==> src/rtl/sparse_pp_accumulator_if.sv <==
// ---------------------------------------------------------------------------
// sparse_pp_accumulator_if
//
// Purpose: bundles the operation-start, partial-product beat and result
//          signals of the sparse partial-product accumulator. The producer
//          side (digit encoder / operand prefetch / result consumer) uses the
//          master modport. The accumulator uses the slave modport.
//
// Parameters:
//   B_WIDTH    signed width of multiplicand B
//   ACC_WIDTH  signed width of the accumulator and result
//
// Signals (direction seen from the master):
//   start        out  begin a multiplication (honoured in IDLE / DONE)
//   cal_cycle    out  number of nonzero radix-4 digits, 0..4 (5..7 -> 4)
//   operand_b    out  signed multiplicand B, sampled with start
//   pp_valid     out  a partial-product beat is present this cycle
//   pp_index     out  digit code: 00=-2B, 01=+B, 10=+2B, 11=-B
//   pp_position  out  digit position p, term weighted by 4^p
//   result       in   signed product, held until the next update
//   result_valid in   one-cycle pulse when result is updated
//   busy         in   high while partial products are being accumulated
// ---------------------------------------------------------------------------
interface sparse_pp_accumulator_if #(
  parameter int B_WIDTH   = 8,
  parameter int ACC_WIDTH = 2 * B_WIDTH
);

  logic                        start;
  logic        [2:0]           cal_cycle;
  logic signed [B_WIDTH-1:0]   operand_b;
  logic                        pp_valid;
  logic        [1:0]           pp_index;
  logic        [1:0]           pp_position;
  logic signed [ACC_WIDTH-1:0] result;
  logic                        result_valid;
  logic                        busy;

  modport master (
    output start,
    output cal_cycle,
    output operand_b,
    output pp_valid,
    output pp_index,
    output pp_position,
    input  result,
    input  result_valid,
    input  busy
  );

  modport slave (
    input  start,
    input  cal_cycle,
    input  operand_b,
    input  pp_valid,
    input  pp_index,
    input  pp_position,
    output result,
    output result_valid,
    output busy
  );

endinterface

==> src/rtl/sparse_pp_accumulator.sv <==
// ---------------------------------------------------------------------------
// sparse_pp_accumulator
//
// Purpose: consumer end of the sparse Booth-digit stream inside the sparse
//          PE. A multiplication starts by latching operand B and the number
//          of nonzero radix-4 digits. After that, one beat (digit code,
//          digit position) arrives per nonzero digit, in any order and with
//          any gaps. Each beat is turned into a shifted partial product of B
//          and added into a modulo-2^ACC_WIDTH accumulator. When the last
//          beat has been taken, the signed product is presented on result
//          with a one-cycle result_valid pulse.
//
// Ports:
//   clk    in   clock
//   rst_n  in   asynchronous active-low reset (clears all state)
//   bus    slave modport of sparse_pp_accumulator_if:
//            start / cal_cycle / operand_b   operation start
//            pp_valid / pp_index / pp_position   partial-product beats
//            result / result_valid / busy    registered outputs
//
// Timing: start accepted at cycle 0 with k nonzero digits. busy is high
// from cycle 1, and beats are taken from cycle 1 onward. The cycle after
// the last beat is DONE, where result/result_valid are already registered.
// A start in the DONE cycle begins the next operation with no idle cycle
// between the two. k = 0 goes directly to DONE with result = 0.
// ---------------------------------------------------------------------------
module sparse_pp_accumulator #(
  parameter int B_WIDTH   = 8,
  parameter int ACC_WIDTH = 2 * B_WIDTH
) (
  input  logic                    clk,
  input  logic                    rst_n,
  sparse_pp_accumulator_if.slave  bus
);

  // The largest product magnitude is 170*|B|max (digits -2,-2,-2,-2 at
  // positions 0..3), so the accumulator needs 8 bits above B.
  if (ACC_WIDTH < B_WIDTH + 8) begin : g_acc_width_check
    $error("sparse_pp_accumulator: ACC_WIDTH must be at least B_WIDTH+8");
  end

  typedef enum logic [1:0] {
    S_IDLE  = 2'd0,
    S_ACCUM = 2'd1,
    S_DONE  = 2'd2
  } state_t;

  // -------------------------------------------------------------------------
  // Digit count: values above 4 cannot occur for a B_WIDTH-digit radix-4
  // recoding here, so they are clamped to 4.
  // -------------------------------------------------------------------------
  function automatic logic [2:0] f_clamp_count(input logic [2:0] count);
    logic [2:0] clamped;
    clamped = (count > 3'd4) ? 3'd4 : count;
    return clamped;
  endfunction

  // -------------------------------------------------------------------------
  // Partial-product term: sign-extended B, scaled by the Booth digit
  // {-2,+1,+2,-1}, and shifted left by 2*p (weight 4^p). All arithmetic
  // wraps modulo 2^ACC_WIDTH, and no saturation is applied.
  // -------------------------------------------------------------------------
  function automatic logic signed [ACC_WIDTH-1:0] f_term(
    input logic signed [B_WIDTH-1:0] b,
    input logic        [1:0]         index,
    input logic        [1:0]         position
  );
    logic signed [ACC_WIDTH-1:0] b_ext;
    logic signed [ACC_WIDTH-1:0] scaled;
    b_ext = {{(ACC_WIDTH-B_WIDTH){b[B_WIDTH-1]}}, b};
    case (index)
      2'b00:   scaled = -(b_ext <<< 1);
      2'b01:   scaled = b_ext;
      2'b10:   scaled = b_ext <<< 1;
      default: scaled = -b_ext;
    endcase
    return scaled <<< {position, 1'b0};
  endfunction

  state_t                      r_state;
  logic signed [ACC_WIDTH-1:0] r_acc;
  logic signed [B_WIDTH-1:0]   r_b;
  logic        [2:0]           r_remaining;
  logic signed [ACC_WIDTH-1:0] r_result;
  logic                        r_result_valid;
  logic                        r_busy;

  logic        [2:0]           w_count;
  logic signed [ACC_WIDTH-1:0] w_term;
  logic signed [ACC_WIDTH-1:0] w_acc_next;

  assign w_count    = f_clamp_count(bus.cal_cycle);
  assign w_term     = f_term(r_b, bus.pp_index, bus.pp_position);
  assign w_acc_next = r_acc + w_term;

  // -------------------------------------------------------------------------
  // Control FSM and datapath registers. result/result_valid are loaded on
  // the transition into DONE, so they are valid during the DONE cycle itself.
  // -------------------------------------------------------------------------
  always_ff @(posedge clk or negedge rst_n) begin
    if (!rst_n) begin
      r_state        <= S_IDLE;
      r_acc          <= '0;
      r_b            <= '0;
      r_remaining    <= '0;
      r_result       <= '0;
      r_result_valid <= 1'b0;
      r_busy         <= 1'b0;
    end else begin
      r_result_valid <= 1'b0;
      case (r_state)
        S_IDLE, S_DONE: begin
          // Beats seen here, including the start cycle, are ignored.
          if (bus.start) begin
            r_acc       <= '0;
            r_b         <= bus.operand_b;
            r_remaining <= w_count;
            if (w_count == 3'd0) begin
              r_state        <= S_DONE;
              r_result       <= '0;
              r_result_valid <= 1'b1;
              r_busy         <= 1'b0;
            end else begin
              r_state <= S_ACCUM;
              r_busy  <= 1'b1;
            end
          end else begin
            r_state <= S_IDLE;
          end
        end

        S_ACCUM: begin
          // start is deliberately not looked at while accumulating.
          if (bus.pp_valid) begin
            r_acc       <= w_acc_next;
            r_remaining <= r_remaining - 3'd1;
            if (r_remaining == 3'd1) begin
              r_state        <= S_DONE;
              r_busy         <= 1'b0;
              r_result       <= w_acc_next;
              r_result_valid <= 1'b1;
            end
          end
        end

        default: begin
          r_state <= S_IDLE;
          r_busy  <= 1'b0;
        end
      endcase
    end
  end

  assign bus.result       = r_result;
  assign bus.result_valid = r_result_valid;
  assign bus.busy         = r_busy;

endmodule
==> src/flat_wrapper.sv <==
// flat-port wrapper written by rule: the top's interface ports become plain ports
module sparse_pp_accumulator_flat 
#(
  parameter int B_WIDTH   = 8,
  parameter int ACC_WIDTH = 2 * B_WIDTH
)
  (clk, rst_n, bus_start, bus_cal_cycle, bus_operand_b, bus_pp_valid, bus_pp_index, bus_pp_position, bus_result, bus_result_valid, bus_busy);
  sparse_pp_accumulator_if #(.B_WIDTH(B_WIDTH), .ACC_WIDTH(ACC_WIDTH)) bus_i ();
  input  logic clk;
  input  logic rst_n;
  input wire logic [$bits(bus_i.start)-1:0] bus_start;
  input wire logic [$bits(bus_i.cal_cycle)-1:0] bus_cal_cycle;
  input wire logic [$bits(bus_i.operand_b)-1:0] bus_operand_b;
  input wire logic [$bits(bus_i.pp_valid)-1:0] bus_pp_valid;
  input wire logic [$bits(bus_i.pp_index)-1:0] bus_pp_index;
  input wire logic [$bits(bus_i.pp_position)-1:0] bus_pp_position;
  output wire logic [$bits(bus_i.result)-1:0] bus_result;
  output wire logic [$bits(bus_i.result_valid)-1:0] bus_result_valid;
  output wire logic [$bits(bus_i.busy)-1:0] bus_busy;
  assign bus_i.start = bus_start;
  assign bus_i.cal_cycle = bus_cal_cycle;
  assign bus_i.operand_b = bus_operand_b;
  assign bus_i.pp_valid = bus_pp_valid;
  assign bus_i.pp_index = bus_pp_index;
  assign bus_i.pp_position = bus_pp_position;
  assign bus_result = bus_i.result;
  assign bus_result_valid = bus_i.result_valid;
  assign bus_busy = bus_i.busy;
  sparse_pp_accumulator #(.B_WIDTH(B_WIDTH), .ACC_WIDTH(ACC_WIDTH)) u_core (.clk(clk), .rst_n(rst_n), .bus(bus_i));
endmodule
==> config.mk <==
export PLATFORM = sky130hd
export DESIGN_NAME = sparse_pp_accumulator_flat
export DESIGN_NICKNAME = d
export VERILOG_FILES = /design/src/rtl/sparse_pp_accumulator_if.sv /design/src/rtl/sparse_pp_accumulator.sv /design/src/flat_wrapper.sv
export SDC_FILE = /design/constraint.sdc
export NUM_CORES = 1
export LEC_CHECK = 0
export CAP_MARGIN = 5
export CORE_UTILIZATION = 40
export CTS_CLUSTER_DIAMETER = 100
export DETAILED_ROUTE_END_ITERATION = 8
export GPL_TIMING_DRIVEN = 0
export HOLD_SLACK_MARGIN = 0.03
export SLEW_MARGIN = 20
export SYNTH_ARGS = -nofsm -noshare
export SYNTH_HDL_FRONTEND = slang
export SYNTH_SLANG_ARGS = --single-unit
==> constraint.sdc <==
create_clock -name clk -period 8.2 [get_ports clk]
set_input_delay 1.64 -clock clk [delete_from_list [all_inputs] [get_ports clk]]
set_output_delay 1.64 -clock clk [all_outputs]
set_load 0.02 [all_outputs]
==> run_results.csv <==
group,metric,value,unit
sta,rsz0062_at_grt,"no",
floorplanning,fp.dieW,93.2,um
sta,slew_headroom,46.2,%
grt,grt.overflow.total,0,
floorplanning,dieArea,8690,um^2
drt,ant_nets,0,
logic_synthesis,synth_common_cells,"nand2_1 (62), dfrtp_1 (47), o21ai_0 (40)",
grt,grt_pass1_vias,2788,
drt,wl_per_cell,15.8,um
clock_network,clk_pin_slew,100,ps
grt,gr-usage-all-layers,20.1,%
logic_synthesis,async_flop_share,100,%
layout,num-nets-final,455,
layout,layoutNonFillerInstCount,518,
placed_design,place_inst,510,
pwr,p_sw_share,46.8,%
clock_network,clock_latency,320,ps
sta,finalSetupViolations,0,
floorplanning,io_pins,37,
setup_path,endpoint_kind,"flip-flop",
pwr,p_clk_share,9.8,%
pwr,sequentialPowerShare,26.5,%
setup_path,start_kind,"input pin",
sta,fmax,0.180,GHz
grt,grt_pass1_wl,13700,um
drt,dr_total_vias,2879,
clock_network,cts_setup_buffers,0,
layout,area_growth,16.4,%
logic_synthesis,synth_seq_area_share,35.3,%
logic_synthesis,syn_area,3330,um^2
logic_synthesis,yosysWarnings,0,
floorplanning,fp.coreArea,7890,um^2
drt,drc_errors,0,
placed_design,io_buffers,33,
clock_network,cts_max_level,2,
logic_synthesis,synth_enable_flop_cells,0,
logic_synthesis,synth_nets,415,
sta,min_period,5550,ps
logic_synthesis,synth_ff_type,"dfrtp_1",
pwr,leakagePower,1.76,nW
layout,fillers,769,
drt,viasPerCell,5.56,
logic_synthesis,syn_avg_cell_area,8.88,um^2
setup_path,path_cells,"clkdlybuf4s50_1, clkbuf_1, nor2_1, a32o_1, a221oi_1, mux2_2, o22ai_1, ha_1, and3_1, a221oi_1, a211oi_1, o21ai_0, mux2i_1, o21ai_0",
sta,finalClockSkew,14.8,ps
logic_synthesis,yosysTopAreaCell,"dfrtp_1",
clock_network,post_cts_resized,0,
placed_design,dp_hpwl,6130,um
setup_path,cp_max_fo,10,
logic_synthesis,synth.most_common_cell,"nand2_1",
layout,n_antenna_cell,0,
floorplanning,start_util,42.2,%
clock_network,cts_buffers,5,
clock_network,clk_path_buf_depth,2,
sta,min_period_over_period,67.7,%
sta,finalSetupTns,0,ps
setup_path,cp_top_family,"compound AO/OA/AOI/OAI gates",
logic_synthesis,ys_types,59,
logic_synthesis,ys_top_cells_by_area,"dfrtp_1 (35%), ha_1 (7.5%), nand2_1 (7.0%)",
pwr,p_sw,0.000720,W
logic_synthesis,ys_ff_latch,47,
clock_network,postCtsHoldBufs,0,
sta,worst-slew-pin-transition,801,ps
floorplanning,fp-row-count,32,
pwr,p_int,0.000819,W
drt,drt_iter0_drc,102,
clock_network,cts_root_buffer,"clkbuf_8",
sta,final_max_slew_viol_count,0,
placed_design,place_congestion,0.815,
sta,finalHoldViolCount,0,
grt,grt_max_degree,48,
drt,firstDrtPassIters,4,
pwr,combPwrFrac,63.7,%
setup_path,cp.required,8390,ps
grt,grt_antenna_before_repair,0,
setup_path,critPathArrivalTime,5740,ps
setup_path,crit_type,"in -> reg",
setup_path,crit_buf_inv,2,
drt,totalWireLength,8170,um
clock_network,cts_tree,"yes",
setup_path,crit_slowest_cell,"a221oi_1",
setup_path,max_stage_delay,530,ps
logic_synthesis,synthCells,375,
outcome,status,"finished, final reports clean",
worst_hold_path,hold_class,"reg -> reg",
clock_network,clock_sinks,47,
run,cap_violations,0,
pwr,ir_worst_vdd,0.197,mV
pwr,power_density,397,nW/um^2
logic_synthesis,synth_top_area_share,35.3,%
layout,drive_gt1_share,5.53,%
floorplanning,die_y,93.2,um
-- power groups by stage --
stage / sequential (W) / combinational, W / clock, W
6_report: 0.000408 / 0.000981 / 0.000150
5_1_grt: 0.000421 / 0.00110 / 0.000165
4_1_cts: 0.000408 / 0.000984 / 0.000155
3_5_place_dp: 0.000412 / 0.000976 / 0
3_3_place_gp: 0.000410 / 0.000964 / 0
2_1_floorplan: 0.000438 / 0.000683 / 0
-- registers in the layout, summed over array words and instances (netlist names) --
signal,cells
u_core.r_state,2
u_core.bus.busy,1
u_core.r_b,8
u_core.r_acc,16
u_core.bus.result_valid,1
u_core.bus.result,16
u_core.r_remaining,3
-- kinds of logic after synthesis --
group / count (synthesis) / share of synthesized area (%)
AOI/OAI and AO/OA: 116 / 23.9
muxes: 18 / 5.53
buffers and inverters: 30 / 3.87
and+or+nand+nor: 124 / 17.8
xor gates and xnor gates: 19 / 5.41
DFF: 47 / 35.3
adders and majority gates: 21 / 8.12
-- metal layers --
layer  GRT usage [%]  part of all wire (%)
met1            27.5                    49
met2            32.4                    46
met3            3.01                   3.2
met4            6.79                   2.0
met5               0                     0
-- final cells by class --
class	instances	area, um^2	area share (%)
Clock buffer	6	72.6	1.87
Tap cell	102	128	3.30
Buffer	20	91.3	2.36
Inverter	10	37.5	0.969
Multi-Input combinational cell	298	2020	52.2
Sequential cell	47	1180	30.4
Timing Repair Buffer	33	328	8.47
Clock inverter	2	16.3	0.420
-- final timing paths --
path | from | endpoint | slack [ps] | cells after the start
hold / removal | u_core.bus.result[8]$_DFFE_PN0P_ | u_core.bus.result[8]$_DFFE_PN0P_ | 490 | 2
hold reg to reg | u_core.bus.result[8]$_DFFE_PN0P_ | u_core.bus.result[8]$_DFFE_PN0P_ | 490 | 2
min in group asynchronous | rst_n | u_core.r_b[1]$_DFFE_PN0P_ | 1320 | 1
setup reg to reg | u_core.r_b[1]$_DFFE_PN0P_ | u_core.r_acc[12]$_DFFE_PN0P_ | 3700 | 15
max in group asynchronous | rst_n | u_core.r_remaining[0]$_DFFE_PN0P_ | 6470 | 1
setup / recovery | bus_pp_index[0] | u_core.r_acc[12]$_DFFE_PN0P_ | 2650 | 14
-- tightest hold or removal path, stage by stage, from the launching register on --
cell	delay (ps)
dfrtp_1	350
nand2_1	40
o21ai_0	60
-- placed cells by master (no fill, tap or decap), drive strengths merged, types with 5 or more instances in the layout --
cell type,n
a22o,7
xnor2,9
nand2b,6
nor2,18
a21o,7
xor2,9
a32o,5
mux2i,15
o22ai,5
inv,11
o211ai,5
clkbuf,23
ha,20
nor3,9
a21oi,15
clkdlybuf4s50,32
dfrtp,47
nand2,62
o21ai,41
-- metrics by stage --
step | setup slack [ps] | hold WS [ps] | utilization (%) | power (W) | area (um^2)
floorplan | 3540 | 456 | - | 0.00112 | 3330
global placement | 2470 | 466 | 48.0 | 0.00137 | 3790
detailed placement | 2490 | 473 | 48.0 | 0.00139 | 3780
CTS | 2790 | 496 | 49.1 | 0.00155 | 3870
global route | 2460 | 514 | 49.1 | 0.00168 | 3870
finish | 2650 | 487 | 49.1 | 0.00154 | 3870
Note: power is estimated with default switching activity, not from simulation.
